[src/rtl/audio_pkg.sv]
// rtl/audio_pkg.sv - shared frame/clock-tap constants for the audio blocks
package audio_pkg;

    localparam int FRAME_LOG2 = 10;
    localparam int SLOT_LOG2  = 4;
    localparam int MCLK_BIT   = 1;
    localparam int SCK_BIT    = 3;
    localparam int LRCK_BIT   = 9;

    // 64 slots per frame, 32 per channel half
    localparam int SLOT_IDX_W = FRAME_LOG2 - SLOT_LOG2;
    localparam int HALF_IDX_W = SLOT_IDX_W - 1;

    typedef enum logic {
        CH_LEFT  = 1'b0,
        CH_RIGHT = 1'b1
    } channel_e;

endpackage

[src/rtl/i2s_clk_div.sv]
// rtl/i2s_clk_div.sv - free-running frame counter with mclk/sck/lrck register taps
module i2s_clk_div
    import audio_pkg::*;
(
    input  logic                  clk,
    input  logic                  rst,
    output logic [FRAME_LOG2-1:0] cnt,
    output logic                  mclk,
    output logic                  sck,
    output logic                  lrck
);

    always_ff @(posedge clk) begin
        if (rst) begin
            cnt <= '0;
        end else begin
            cnt <= cnt + 1'b1;
        end
    end

    // Clocks are plain counter bits so they cannot glitch.
    assign mclk = cnt[MCLK_BIT];
    assign sck  = cnt[SCK_BIT];
    assign lrck = cnt[LRCK_BIT];

endmodule

[src/rtl/i2s_audio_tx.sv]
// rtl/i2s_audio_tx.sv - I2S transmitter: frame latch, slot bit select and sdin register
module i2s_audio_tx
    import audio_pkg::*;
#(
    parameter int SAMPLE_W = 16
) (
    input  logic                clk,
    input  logic                rst,
    input  logic [SAMPLE_W-1:0] left_in,
    input  logic [SAMPLE_W-1:0] right_in,
    input  logic                mute,
    output logic                sample_tick,
    output logic                audio_mclk,
    output logic                audio_sck,
    output logic                audio_lrck,
    output logic                audio_sdin
);

    logic [FRAME_LOG2-1:0] cnt;
    logic [SAMPLE_W-1:0]   hold_left;
    logic [SAMPLE_W-1:0]   hold_right;
    logic                  frame_end;
    logic                  slot_end;
    logic [SLOT_IDX_W-1:0] next_slot;
    logic [HALF_IDX_W-1:0] next_k;
    channel_e              next_ch;
    logic [31:0]           word_ext;
    logic [HALF_IDX_W-1:0] bit_idx;
    logic                  next_bit;

    i2s_clk_div u_clk_div (
        .clk  (clk),
        .rst  (rst),
        .cnt  (cnt),
        .mclk (audio_mclk),
        .sck  (audio_sck),
        .lrck (audio_lrck)
    );

    assign frame_end   = &cnt;
    assign slot_end    = &cnt[SLOT_LOG2-1:0];
    assign sample_tick = frame_end;

    always_ff @(posedge clk) begin
        if (rst) begin
            hold_left  <= '0;
            hold_right <= '0;
        end else if (frame_end) begin
            hold_left  <= mute ? '0 : left_in;
            hold_right <= mute ? '0 : right_in;
        end
    end

    // sdin is loaded at the end of each slot with the bit for the slot about to start.
    assign next_slot = cnt[FRAME_LOG2-1:SLOT_LOG2] + 1'b1;
    assign next_k    = next_slot[HALF_IDX_W-1:0];
    assign next_ch   = channel_e'(next_slot[SLOT_IDX_W-1]);

    // Left-justify the word in 32 bits; k beyond SAMPLE_W then lands in zero padding.
    assign word_ext = {(next_ch == CH_RIGHT) ? hold_right : hold_left,
                       {(32-SAMPLE_W){1'b0}}};
    assign bit_idx  = ~(next_k - 1'b1);

    always_comb begin
        next_bit = 1'b0;
        if (next_k != '0) begin
            next_bit = word_ext[bit_idx];
        end
    end

    always_ff @(posedge clk) begin
        if (rst) begin
            audio_sdin <= 1'b0;
        end else if (slot_end) begin
            audio_sdin <= next_bit;
        end
    end

endmodule

[config.mk]
export PLATFORM = sky130hd
export DESIGN_NAME = i2s_audio_tx
export DESIGN_NICKNAME = d
export VERILOG_FILES = /design/src/rtl/audio_pkg.sv /design/src/rtl/i2s_clk_div.sv /design/src/rtl/i2s_audio_tx.sv
export SDC_FILE = /design/constraint.sdc
export NUM_CORES = 1
export LEC_CHECK = 0
export ABC_AREA = 1
export BUFFER_PORTS_ARGS = -buffer_cell sky130_fd_sc_hd__clkbuf_2
export CELL_PAD_IN_SITES_DETAIL_PLACEMENT = 1
export CELL_PAD_IN_SITES_GLOBAL_PLACEMENT = 1
export CORE_ASPECT_RATIO = 0.8
export CORE_MARGIN = 2
export CORE_UTILIZATION = 30
export CTS_CLUSTER_SIZE = 10
export DETAILED_ROUTE_END_ITERATION = 8
export PLACE_DENSITY = 0.63
export SLEW_MARGIN = 20
export SYNTH_ARGS = -nofsm -noshare
export SYNTH_HDL_FRONTEND = slang
export SYNTH_SLANG_ARGS = --single-unit
[constraint.sdc]
create_clock -name clk -period 1.66 [get_ports clk]
set_clock_uncertainty 0.15 [all_clocks]
set_input_delay 0.332 -clock clk [delete_from_list [all_inputs] [get_ports clk]]
set_output_delay 0.332 -clock clk [all_outputs]
set_load 0.05 [all_outputs]
Word-level counts from Yosys, hierarchy flattened
Cells that the tools add are included.

Add/sub/neg operators: 3. $lt $le $gt $ge: 1. Mux-type cells: 6. Bitwise gates (word level): 1. Reductions and logical operators: 3.

Operators by type and width (count): 2-to-1 mux 16 bit (3); adder 10 x 1 -> 10 bit (second input constant) (1); AND reduction 10 bit (1); adder 6 x 1 -> 6 bit (second input constant) (1); < comparator 5 x 6 -> 1 bit (second input constant) (1); binary-select mux 1 bit (select 5 bit) (1); NOT 5 bit (1); nonzero test 5 bit (1); subtractor 5 x 1 -> 5 bit (second input constant) (1); AND reduction 4 bit (1); 2-to-1 mux 1 bit (2).

Flip-flop bits (word level): 43. Input bits: 35. Output and inout port bits: 5.

Depth between registers and ports, before layout
Gate-level depths: netlist (run 1).

Depth in word-level cells: 6. Mapped depth: 14. Mapped depth without buffers: 12.

Cells and area by module
A second synthesis (run 1) with hierarchy kept.

Cell total of the unflattened synthesis: 315. Area total of the unflattened synthesis: 2184.6 um^2.

By module, submodules not included: i2s_audio_tx (times used 1, cells an instance 256, area an instance 1744.2 um^2, seq. area each 660.6 um^2); i2s_clk_div (times used 1, cells an instance 59, area an instance 440.4 um^2, seq. area each 200.2 um^2).

Worst setup path before layout (run 1)
Ideal clock, no wire load.

Kind: register to output. Start: register u_clk_div.cnt[1]. End: output port sample_tick. Arrival: 1.833 ns. Required time: 1.178 ns. Setup slack: -0.655 ns. Cell stages (with the launch flop): 9. Cells stage by stage: dfxtp_1 ha_1 nand2_1 nor2_2 inv_2 nor3_2 nand2_1 nor2_2 buf_2.

Longest elaborated chain between the ends: 1.

RTL lines: start, declared (RTL line i2s_clk_div.sv:7) `output logic [FRAME_LOG2-1:0] cnt,`; start signal, assigned (RTL line i2s_clk_div.sv:17) `cnt <= cnt + 1'b1;`; AND reduction 10 bit (RTL line i2s_audio_tx.sv:40) `assign frame_end = &cnt;`; end, declared (RTL line i2s_audio_tx.sv:12) `output logic sample_tick,`.

No other way between the ends.

Final worst setup path (run 1)
Same ends and word-level chain as after synthesis.

==> impl_metrics.csv, run 1 <==
group,metric,value,unit
synthesis,synthAdderAreaFrac,0.0118,
synthesis,synth_nets,336,
floorplan,initial_core_utilization,0.309,
global_routing,antenna_found_initial,0,
min_path,hold_path.startpoint,"left_in[13]",
worst_setup_path,r2r_cells,12,
timing,max_slew_headroom,0.751,
synthesis,netlist_top_cells_area,"sky130_fd_sc_hd__dfxtp_1 (40%), sky130_fd_sc_hd__nand2_1 (13%), sky130_fd_sc_hd__nand3_1 (11%), sky130_fd_sc_hd__a21oi_1 (10%), sky130_fd_sc_hd__inv_1 (3.3%)",
power_and_ir_drop,power_frac_seq,0.547,
min_path,hold_depth,3,
worst_setup_path,critical_path_arrival,1.59,ns
run_status,failed_checks,"negative setup slack",
timing,totalNegativeSetupSlack,-11.59,ns
timing,period_minus_slack,2.07,ns
power_and_ir_drop,power_leakage,1.23,nW
power_and_ir_drop,vdd_ir_drop_max,289,uV
floorplan,pin_count,40,
global_routing,first_global_vias,2297,
synthesis,main_combinational_cell_family_by_area_after_synthesis,"simple AND/OR/NAND/NOR gates",
timing,finalCritPeriodShare,1.25,
floorplan,fp.dieArea,7790,sq um
synthesis,ys_ff_latch,43,
floorplan,die_x,98.2,microns
global_routing,global_route_wire_length_before_repair,11100,microns
synthesis,post_synth_num_cell_types,26,
power_and_ir_drop,finalPower,0.00190,W
worst_setup_path,rr_startpoint,"u_clk_div.cnt[1]",
timing,grt_setup_unrepaired,"yes",
route,topRoutingLayerUsed,"met4",
route,routedLengthMet1,3390,microns
power_and_ir_drop,power.share.switching,0.230,
timing,maxSlewViolCount,0,
worst_setup_path,critical_path.startpoint,"u_clk_div.cnt[1]",
clock_network,cts_inserted_buffers,5,
synthesis,post_synth_instance_area,2130,sq um
global_routing,grt_overflow_total,0,
power_and_ir_drop,share_clk_of_total_power,0.390,
clock_network,clock_latency_of_the_later_clocked_register_in_the_worst_skew_pair,0.30,ns
synthesis,ys_top_cells_by_count,"sky130_fd_sc_hd__nand2_1 (71), sky130_fd_sc_hd__nand3_1 (48), sky130_fd_sc_hd__a21oi_1 (44)",
timing,hold_violations,0,
timing,achievable-frequency,482,MHz
placement,place_worst_setup_slack,-0.270,ns
floorplan,design.core.area,6890,sq um
placement,dp_hpwl,4810,microns
clock_network,htree_num_levels,2,
power_and_ir_drop,power_density,614,nW/um^2
clock_network,cts_tree,"built",
timing,final_setup_violations,34,
route,route.final.wire_length,7170,microns
min_path,classification_of_the_worst_slack_hold_path,"primary input to register",
synthesis,simple_gate_share_of_the_synthesized_area,0.321,
synthesis,yosysWarnings,0,
synthesis,synth.area.mux_share,0,
route,via_per_inst,4.91,
worst_setup_path,worstPathMaxFanout,2,
synthesis,yosys.cell_count.top_type,"sky130_fd_sc_hd__nand2_1",
finish,diodes,0,
clock_network,cts_max_path_buffers,2,
global_routing,gr-usage-all-layers,0.179,
flow_run,max_cap_violations,0,
route,drt_iter0_drc,79,
route,vias,2265,
synthesis,synth_top_area_share,0.404,
placement,placement.io_buffers,39,
worst_setup_path,critical_path.endpoint,"sample_tick",
floorplan,die-height,79.4,microns
synthesis,synth_enable_flop_cells,0,
run_status,outcome,"complete, but fails checks",
synthesis,asr_flop_ratio_synth,0,
clock_network,clock-sinks,43,
worst_setup_path,rrSetupSlack,-0.37,ns
worst_setup_path,rr_endpoint,"hold_left[9]",
clock_network,clk_pin_slew_worst_paths,0.08,ns
power_and_ir_drop,power.combinational.fraction,0.063,
worst_setup_path,worstSetupPathType,"register to primary output",
synthesis,synth_ff_type,"sky130_fd_sc_hd__dfxtp_1",
global_routing,grt_max_degree,33,
route,route.detailed.drc,0,
finish,final_layout_size_suffix_gt1_frac,0.412,
finish,layout-area-overhead-vs-synth,45.6,%
route,post_drt_wl_per_cell,15.5,microns
worst_setup_path,crit_path_start_kind,"register",
power_and_ir_drop,internal_power,0.00147,W
finish,finish.cell_count_without_fillers,461,
timing,timing_worst_slew_pin_value,0.374,ns
finish,post_layout_net_count,410,
floorplan,placementRows,27,
synthesis,syn_area_per_cell,7.12,sq um
route,ant_nets,0,
route,first_pass_iters,4,
placement,placed_cells,443,
worst_setup_path,cp.required,1.18,ns
synthesis,cell_type_with_the_largest_total_area_after_synthesis,"sky130_fd_sc_hd__dfxtp_1",
power_and_ir_drop,netSwitchingPower,0.000438,W
clock_network,cts.root.buffer_cell,"sky130_fd_sc_hd__clkbuf_8",
synthesis,synth_xor_xnor_area_share,0.0165,
synthesis,synth.yosys.seq_area_share,0.404,
timing,worst_slack,-0.414,ns
route,routed-wl-met2,3480,microns
route,met3_length,215,microns
worst_setup_path,setup.worst_path.end_class,"primary output",
placement,globalplace.congestion,0.775,
synthesis,synth-compound-area-share,0.163,
timing,hold-worst-slack,0.117,ns
synthesis,post_synth_inst_count,299,
[per-layer routing]
metal | global-route usage | vias to the layer above
met1 | 0.245 | 1091
met2 | 0.290 | 30
met3 | 0.0299 | 8
met5 | 0 | -
li1 | - | 1136
met4 | 0.0534 | 0
[state kept, by name (all words and copies together) (netlist names)]
| signal | count |
|---|---|
| audio_sdin | 1 |
| hold_left | 16 |
| hold_right | 16 |
| u_clk_div.cnt | 10 |
[critical path, cell delays in order, from the launching register on]
cell and delay (ns):
sky130_fd_sc_hd__dfxtp_4 0.36, sky130_fd_sc_hd__ha_4 0.15, sky130_fd_sc_hd__nand2_4 0.06, sky130_fd_sc_hd__nor2_4 0.09
sky130_fd_sc_hd__inv_2 0.06, sky130_fd_sc_hd__nor3_4 0.19, sky130_fd_sc_hd__nand2_2 0.09, sky130_fd_sc_hd__nor2_4 0.14
sky130_fd_sc_hd__buf_8 0.16
[power groups by stage]
stage	Combinational, W	Clock (W)	Sequential [W]
floorplan	0.0000362	0	0.00108
global placement	0.000112	0	0.00107
detailed placement	0.000115	0	0.00107
CTS	0.000117	0.000774	0.00104
global route	0.000133	0.000813	0.00104
finish	0.000119	0.000743	0.00104
[stage by stage]
step	utilization	cell area [sq um]
after floorplan	-	2200
after global placement	0.386	2660
after detailed placement	0.386	2660
after CTS	0.416	2870
after global routing	0.450	3100
final	0.450	3100
[how the worst min path moves through the flow]
stage | slack (ns) | endpoint
floorplan | 0.28 | hold_right[1]
global placement | 0.30 | hold_left[0]
detailed placement | 0.31 | hold_left[12]
CTS | 0.11 | hold_right[14]
global route | 0.12 | hold_right[8]
finish | 0.12 | hold_left[13]
[cells in the final DEF, fill, tap and decap left out]
cell type / Yosys / routed
sky130_fd_sc_hd__a211oi_1: 6 / 3
sky130_fd_sc_hd__a211oi_2: 0 / 3
sky130_fd_sc_hd__a21oi_1: 44 / 32
sky130_fd_sc_hd__a21oi_2: 0 / 12
sky130_fd_sc_hd__buf_12: 0 / 2
sky130_fd_sc_hd__buf_4: 2 / 32
sky130_fd_sc_hd__buf_6: 2 / 5
sky130_fd_sc_hd__buf_8: 0 / 2
sky130_fd_sc_hd__clkbuf_1: 10 / 1
sky130_fd_sc_hd__clkbuf_16: 0 / 2
sky130_fd_sc_hd__clkbuf_2: 0 / 37
sky130_fd_sc_hd__clkbuf_4: 0 / 1
sky130_fd_sc_hd__clkbuf_8: 0 / 7
sky130_fd_sc_hd__dfxtp_1: 43 / 36
sky130_fd_sc_hd__dfxtp_2: 0 / 5
sky130_fd_sc_hd__dfxtp_4: 0 / 2
sky130_fd_sc_hd__ha_1: 2 / 1
sky130_fd_sc_hd__ha_4: 0 / 1
sky130_fd_sc_hd__inv_1: 19 / 19
sky130_fd_sc_hd__inv_2: 6 / 4
sky130_fd_sc_hd__inv_4: 0 / 2
sky130_fd_sc_hd__nand2_1: 71 / 61
sky130_fd_sc_hd__nand2_2: 2 / 11
sky130_fd_sc_hd__nand2_4: 2 / 4
sky130_fd_sc_hd__nand2_8: 0 / 1
sky130_fd_sc_hd__nand3_1: 48 / 40
sky130_fd_sc_hd__nand3_2: 3 / 9
sky130_fd_sc_hd__nand3_4: 1 / 3
sky130_fd_sc_hd__nor2_1: 16 / 15
sky130_fd_sc_hd__nor2_2: 2 / 1
sky130_fd_sc_hd__nor2_4: 1 / 3
sky130_fd_sc_hd__nor3_4: 0 / 1
sky130_fd_sc_hd__o21ai_0: 7 / 6
sky130_fd_sc_hd__o21ai_1: 2 / 2
sky130_fd_sc_hd__o21ai_2: 1 / 2
sky130_fd_sc_hd__o21ai_4: 1 / 1
sky130_fd_sc_hd__o21bai_4: 0 / 1
sky130_fd_sc_hd__xor2_1: 4 / 4
[logic make-up (layout without fill, tap and decap cells)]
family | Yosys count | in the layout
and+or+nand+nor | 147 | 149
AOI/OAI and AO/OA | 62 | 62
DFF | 43 | 43
buffers and inverters | 41 | 114
adders and majority gates | 2 | 2
xor gates and xnor gates | 4 | 4
[repair_timing]
item,CTS,global route
endpoints found under the setup margin,34,34
resized for setup,22,37
pin swaps,6,12
gates cloned,1,3
hold buffers,0,0
buffers inserted,2,4
[cell type report]
| type | count | area, sq um |
|---|---|---|
| Clock buffer | 8 | 100 |
| Fill cell | 865 | 3790 |
| Timing Repair Buffer | 81 | 609 |
| Tap cell | 87 | 109 |
| Multi-Input combinational cell | 217 | 1310 |
| Sequential cell | 43 | 875 |
| Inverter | 25 | 98.8 |
Note: power is estimated with default switching activity, not from simulation.
==> run 2, diff against run 1 <==
ABC_AREA = default   (was 1)
PLACE_DENSITY = 0.6   (was 0.63)
==> impl_metrics.csv, run 2 <==
group,metric,value,unit
run_status,outcome,"complete, but fails checks",
run_status,failed_checks,"negative setup slack",
finish,fill_cells,755,
timing,period_minus_slack,2.11,ns
synthesis,synth_ff_type,"sky130_fd_sc_hd__dfxtp_1",
flow_run,max_cap_violations,0,
synthesis,ys_top_cells_by_count,"sky130_fd_sc_hd__nor2_1 (45), sky130_fd_sc_hd__dfxtp_1 (43), sky130_fd_sc_hd__a21oi_1 (38)",
clock_network,clock_latency_of_the_later_clocked_register_in_the_worst_skew_pair,0.29,ns
clock_network,htree_num_levels,2,
min_path,classification_of_the_worst_slack_hold_path,"primary input to register",
clock_network,cts_max_path_buffers,2,
synthesis,post_synth_inst_count,254,
global_routing,antenna_found_initial,0,
route,via_per_inst,5.10,
placement,dp_hpwl,4580,microns
synthesis,synth_nets,291,
finish,mostFrequentLayoutCell,"sky130_fd_sc_hd__nor2_1",
timing,finalCritPeriodShare,1.27,
timing,grt_setup_unrepaired,"yes",
synthesis,yosysWarnings,0,
finish,top_regs,"hold_left x16, hold_right x16, u_clk_div.cnt x10",
finish,finish.cell_count_without_fillers,426,
synthesis,cell_type_with_the_largest_total_area_after_synthesis,"sky130_fd_sc_hd__dfxtp_1",
global_routing,first_global_vias,2315,
worst_setup_path,maximum_single_stage_delay_on_the_critical_path,0.36,ns
synthesis,post_synth_num_cell_types,37,
timing,final_setup_violations,34,
placement,placed_cells,400,
global_routing,global_route_wire_length_before_repair,11900,microns
synthesis,netlist_top_cells_area,"sky130_fd_sc_hd__dfxtp_1 (40%), sky130_fd_sc_hd__nor3b_1 (12%), sky130_fd_sc_hd__a21oi_1 (8.9%), sky130_fd_sc_hd__nor2_1 (7.9%), sky130_fd_sc_hd__mux2i_1 (6.1%)",
timing,timing_worst_slew_pin_value,0.335,ns
route,route.detailed.drc,0,
route,ant_nets,0,
floorplan,placementRows,27,
route,post_drt_wl_per_cell,17.2,microns
clock_network,cts_tree,"built",
timing,max_slew_headroom,0.770,
floorplan,die-height,79.7,microns
synthesis,ys_ff_latch,43,
worst_setup_path,worstPathMaxFanout,5,
power_and_ir_drop,internal_power,0.00149,W
timing,totalNegativeSetupSlack,-5.13,ns
placement,placement.io_buffers,39,
floorplan,fp.dieArea,7860,sq um
worst_setup_path,crit_path_start_kind,"register",
global_routing,grt_overflow_total,0,
synthesis,syn_area_per_cell,8.46,sq um
power_and_ir_drop,power.combinational.fraction,0.080,
clock_network,clk_pin_slew_worst_paths,0.08,ns
synthesis,asr_flop_ratio_synth,0,
worst_setup_path,worstSetupPathType,"register to register",
route,drt_iter0_drc,78,
timing,achievable-frequency,474,MHz
synthesis,yosys.cell_count.top_type,"sky130_fd_sc_hd__nor2_1",
finish,layout-area-overhead-vs-synth,70.5,%
synthesis,post_synth_instance_area,2150,sq um
route,first_pass_iters,4,
worst_setup_path,setup.worst_path.end_class,"register",
power_and_ir_drop,power_frac_seq,0.539,
worst_setup_path,path_cells,"ha_4 > buf_6 > nor2_2 > buf_4 > a221oi_2 > o211ai_1 > o211a_1 > a211oi_2",
placement,globalplace.congestion,0.770,
power_and_ir_drop,power_density,526,nW/um^2
timing,hold_violations,0,
worst_setup_path,critical_path_arrival,2.18,ns
global_routing,grt_max_degree,33,
clock_network,cts-hold-fix-buffers,0,
finish,final_cell_area,3660,sq um
finish,post_layout_net_count,376,
finish,diodes,0,
worst_setup_path,worst-path-buf-inv,2,
floorplan,design.core.area,6930,sq um
power_and_ir_drop,power_leakage,1.45,nW
power_and_ir_drop,share_clk_of_total_power,0.381,
timing,maxSlewViolCount,0,
route,vias,2174,
clock_network,clock-sinks,43,
clock_network,cts_inserted_buffers,5,
synthesis,synth_top_area_share,0.401,
worst_setup_path,cp_top_family,"compound AO/OA/AOI/OAI gates",
power_and_ir_drop,vdd_ir_drop_max,343,uV
clock_network,cts.root.buffer_cell,"sky130_fd_sc_hd__clkbuf_8",
timing,worst_slack,-0.449,ns
global_routing,gr-usage-all-layers,0.191,
worst_setup_path,worst_path_max_delay_cell,"sky130_fd_sc_hd__dfxtp_4",
finish,final_layout_size_suffix_gt1_frac,0.563,
floorplan,die_x,98.6,microns
synthesis,synth.yosys.seq_area_share,0.401,
power_and_ir_drop,power.share.switching,0.225,
synthesis,synth_enable_flop_cells,0,
finish,most-common-layout-cells,"sky130_fd_sc_hd__nor2_1 (42), sky130_fd_sc_hd__buf_4 (40), sky130_fd_sc_hd__dfxtp_1 (37), sky130_fd_sc_hd__clkbuf_2 (37), sky130_fd_sc_hd__a21oi_2 (23)",
floorplan,initial_core_utilization,0.310,
worst_setup_path,cp.required,1.73,ns
placement,placed_inst_area,2980,sq um
floorplan,pin_count,40,
power_and_ir_drop,netSwitchingPower,0.000434,W
route,route.final.wire_length,7310,microns
==> run 2: final timing paths <==
kind	from	depth (start not counted)	slack [ns]	endpoint
hold reg to reg	hold_left[1]	2	0.34	hold_left[1]
setup / recovery	u_clk_div.cnt[5]	8	-0.45	audio_sdin
setup reg to reg	u_clk_div.cnt[5]	8	-0.45	audio_sdin
hold / removal	right_in[4]	4	0.26	hold_right[4]
==> run 2: per-stage QoR <==
stage          hold slack [ns]   util  setup slack, ns  power [W]
6_report                 0.260  0.529           -0.449    0.00192
5_1_grt                  0.282  0.529           -0.570    0.00201
4_1_cts                  0.254  0.514           -0.411    0.00194
3_5_place_dp             0.327  0.431           -0.400    0.00119
3_3_place_gp             0.318  0.431           -0.340    0.00119
2_1_floorplan            0.295      -           -0.286    0.00113
==> run 2: tightest hold or removal path: stages <==
cell	delay, ns
sky130_fd_sc_hd__clkbuf_2	0.07
sky130_fd_sc_hd__nor3b_2	0.16
sky130_fd_sc_hd__a21oi_2	0.04
sky130_fd_sc_hd__nor2_1	0.07
==> run 2: layout make-up <==
| cell class | count | area [sq um] | area share |
|---|---|---|---|
| Multi-Input combinational cell | 188 | 1700 | 0.463 |
| Sequential cell | 43 | 878 | 0.240 |
| Timing Repair Buffer | 99 | 870 | 0.237 |
| Tap cell | 87 | 109 | 0.0297 |
| Clock buffer | 7 | 97.6 | 0.0266 |
| Inverter | 2 | 12.5 | 0.00342 |
==> run 2: power by group through the flow <==
| stage | combinational (W) | sequential [W] | clock [W] |
|---|---|---|---|
| finish | 0.000153 | 0.00104 | 0.000733 |
| global placement | 0.000131 | 0.00106 | 0 |
| detailed placement | 0.000132 | 0.00106 | 0 |
| floorplan | 0.0000538 | 0.00107 | 0 |
| CTS | 0.000141 | 0.00104 | 0.000762 |
| global route | 0.000167 | 0.00104 | 0.000800 |
==> run 2: cells by family after synthesis <==
logic type | Yosys count | synth area share
AO/OA/AOI/OAI | 54 | 0.150
AND/OR/NAND/NOR | 108 | 0.281
flip-flops | 43 | 0.401
buffers and inverters | 23 | 0.0472
XOR/XNOR | 11 | 0.0483
adder cells (fa/ha/maj) | 2 | 0.0116
multiplexers | 13 | 0.0606
==> run 2: metal layers <==
metal  global-route usage  wire length [microns]
met4               0.0425                     53
met5                    0                      0
met3               0.0333                    191
met1                0.256                   3370
met2                0.324                   3700
==> run 2: what timing repair did <==
item | CTS | global route
setup buffers | 16 | 4
resized for setup | 55 | 34
setup endpoints to repair | 34 | 35
cloned | 4 | 0
pin swaps | 33 | 21
==> run 3, diff against run 2 <==
PLACE_DENSITY = 0.58   (was 0.6)
clock period = 2.2 ns   (was 1.66 ns; I/O delays follow)
==> impl_metrics.csv, run 3 (synthesis gave the netlist of run 2 again) <==
group,metric,value,unit
floorplan,die_x,98.6,microns
min_path,hold_depth,1,
worst_setup_path,path_cells,"ha_4 > nor2b_4 > a221oi_2 > nand4_1 > or3_1 > o211a_1 > a211oi_2",
placement,globalplace.congestion,0.746,
floorplan,initial_core_utilization,0.310,
worst_setup_path,r2r_cells,7,
power_and_ir_drop,power_density,555,nW/um^2
clock_network,cts.root.buffer_cell,"sky130_fd_sc_hd__clkbuf_8",
global_routing,global_route_wire_length_before_repair,10000,microns
worst_setup_path,worstPathMaxFanout,7,
floorplan,placementRows,27,
clock_network,cts_inserted_buffers,5,
timing,max_slew_headroom,0.584,
route,route.final.wire_length,6020,microns
placement,placement.io_buffers,39,
clock_network,htree_num_levels,2,
finish,diodes,0,
min_path,hold_path.startpoint,"u_clk_div.cnt[0]",
global_routing,grt_overflow_total,0,
finish,post_layout_net_count,337,
finish,fill_cells,827,
timing,totalNegativeSetupSlack,0,ns
timing,maxSlewViolCount,0,
worst_setup_path,rr_endpoint,"audio_sdin",
worst_setup_path,maximum_single_stage_delay_on_the_critical_path,0.37,ns
route,drt_iter0_drc,102,
timing,grt_setup_unrepaired,"yes",
route,first_pass_iters,4,
power_and_ir_drop,finalPower,0.00152,W
finish,layout-area-overhead-vs-synth,27.2,%
clock_network,clock_latency_of_the_later_clocked_register_in_the_worst_skew_pair,0.30,ns
global_routing,gr-usage-all-layers,0.161,
run_status,outcome,"completed",
finish,most-common-layout-cells,"sky130_fd_sc_hd__nor2_1 (44), sky130_fd_sc_hd__a21oi_1 (38), sky130_fd_sc_hd__dfxtp_1 (38), sky130_fd_sc_hd__clkbuf_2 (38), sky130_fd_sc_hd__nor3b_1 (33)",
route,post_drt_wl_per_cell,15.5,microns
timing,period_minus_slack,2.17,ns
worst_setup_path,critical_path_arrival,2.24,ns
min_path,min_to,"u_clk_div.cnt[0]",
global_routing,first_global_vias,1944,
timing,finalCritPeriodShare,0.988,
floorplan,die-height,79.7,microns
placement,dp_hpwl,4340,microns
worst_setup_path,worstSetupPathType,"register to register",
timing,final_setup_violations,0,
finish,top_regs,"hold_left x16, hold_right x16, u_clk_div.cnt x10",
power_and_ir_drop,vdd_ir_drop_max,209,uV
worst_setup_path,setup.worst_path.end_class,"register",
route,route.detailed.drc,0,
clock_network,clk_pin_slew_worst_paths,0.08,ns
clock_network,cts-hold-fix-buffers,0,
finish,final_layout_size_suffix_gt1_frac,0.289,
floorplan,pin_count,40,
worst_setup_path,worst_path_max_delay_cell,"sky130_fd_sc_hd__or3_1",
floorplan,design.core.area,6930,sq um
worst_setup_path,rrSetupSlack,0.03,ns
flow_run,max_cap_violations,0,
worst_setup_path,crit_path_start_kind,"register",
clock_network,clock-sinks,43,
global_routing,antenna_found_initial,0,
worst_setup_path,rr_startpoint,"u_clk_div.cnt[4]",
route,via_per_inst,5.00,
timing,hold_violations,0,
min_path,classification_of_the_worst_slack_hold_path,"register to register",
route,ant_nets,0,
worst_setup_path,cp.required,2.27,ns
timing,achievable-frequency,460,MHz
clock_network,cts_tree,"built",
timing,timing_worst_slew_pin_value,0.625,ns
power_and_ir_drop,power_leakage,1.00,nW
finish,mostFrequentLayoutCell,"sky130_fd_sc_hd__nor2_1",
route,vias,1941,
global_routing,grt_max_degree,51,
floorplan,fp.dieArea,7860,sq um
clock_network,cts_max_path_buffers,2,
## run 3: cell types whose count changed in the layout (fill, tap and decap cells not counted), moves of 3 or more
cell and delta:
sky130_fd_sc_hd__buf_8 -4, sky130_fd_sc_hd__nor3b_2 -13, sky130_fd_sc_hd__buf_12 -8, sky130_fd_sc_hd__nor3b_1 +32, sky130_fd_sc_hd__nor3b_4 -19, sky130_fd_sc_hd__buf_6 -5
sky130_fd_sc_hd__a21oi_4 -3, sky130_fd_sc_hd__a21oi_1 +26, sky130_fd_sc_hd__buf_4 -20, sky130_fd_sc_hd__a21oi_2 -23
## run 3: worst max path at each step
stage / startpoint / end / slack, ns
5_1_grt: u_clk_div.cnt[4] / audio_sdin / -0.05
4_1_cts: u_clk_div.cnt[5] / audio_sdin / 0.01
3_5_place_dp: u_clk_div.cnt[5] / audio_sdin / -0.13
3_3_place_gp: u_clk_div.cnt[5] / audio_sdin / 0.06
2_1_floorplan: u_clk_div.cnt[1] / sample_tick / 0.01
6_report: u_clk_div.cnt[4] / audio_sdin / 0.03
## run 3: what timing repair did
action	4_1_cts	5_1_grt
setup buffers	2	1
pin swaps	2	4
gates cloned	0	0
gates resized for setup	7	9
setup endpoints to repair	2	2
## run 3: cell type report
class / count / area (sq um) / share of cell area
inverter: 2 / 10.0 / 0.00366
timing repair buffer: 60 / 374 / 0.137
clock buffer: 6 / 82.6 / 0.0302
clock inverter: 2 / 35.0 / 0.0128
multi-input combinational: 188 / 1250 / 0.457
tap: 87 / 109 / 0.0398
sequential: 43 / 872 / 0.319
## run 3: power by group
part | internal, W | switching, W | leakage, nW | total, W
registers | 0.000781 | 0.00000574 | 0.350 | 0.000787
logic | 0.0000394 | 0.0000389 | 0.591 | 0.0000783
clock network | 0.000368 | 0.000282 | 0.0612 | 0.000650
## run 3: metal layers
| metal | wire, microns | share of wire | vias to the layer above | GRT usage |
|---|---|---|---|---|
| li1 | - | - | 986 | - |
| met1 | 3020 | 0.50 | 909 | 0.230 |
| met2 | 2690 | 0.45 | 41 | 0.246 |
| met3 | 267 | 0.044 | 5 | 0.0368 |
| met4 | 46 | 0.0076 | 0 | 0.0411 |
| met5 | 0 | 0 | - | 0 |
## run 3: critical path, delay by kind of cell (launching register included)
family	cells	cell delay, ns
and+or+nand+nor	3	0.69
AOI/OAI and AO/OA	3	0.65
DFF	1	0.34
adders and majority gates	1	0.26
## run 3: metrics by stage
step | instances | utilization | hold WS [ns] | cell area, sq um | setup slack [ns]
floorplan | 254 | - | 0.261 | 2160 | 0.0146
global placement | 377 | 0.364 | 0.277 | 2520 | 0.0625
detailed placement | 377 | 0.364 | 0.282 | 2520 | -0.126
CTS | 387 | 0.388 | 0.294 | 2690 | 0.0141
global route | 388 | 0.395 | 0.370 | 2730 | -0.0464
finish | 388 | 0.395 | 0.327 | 2730 | 0.0255
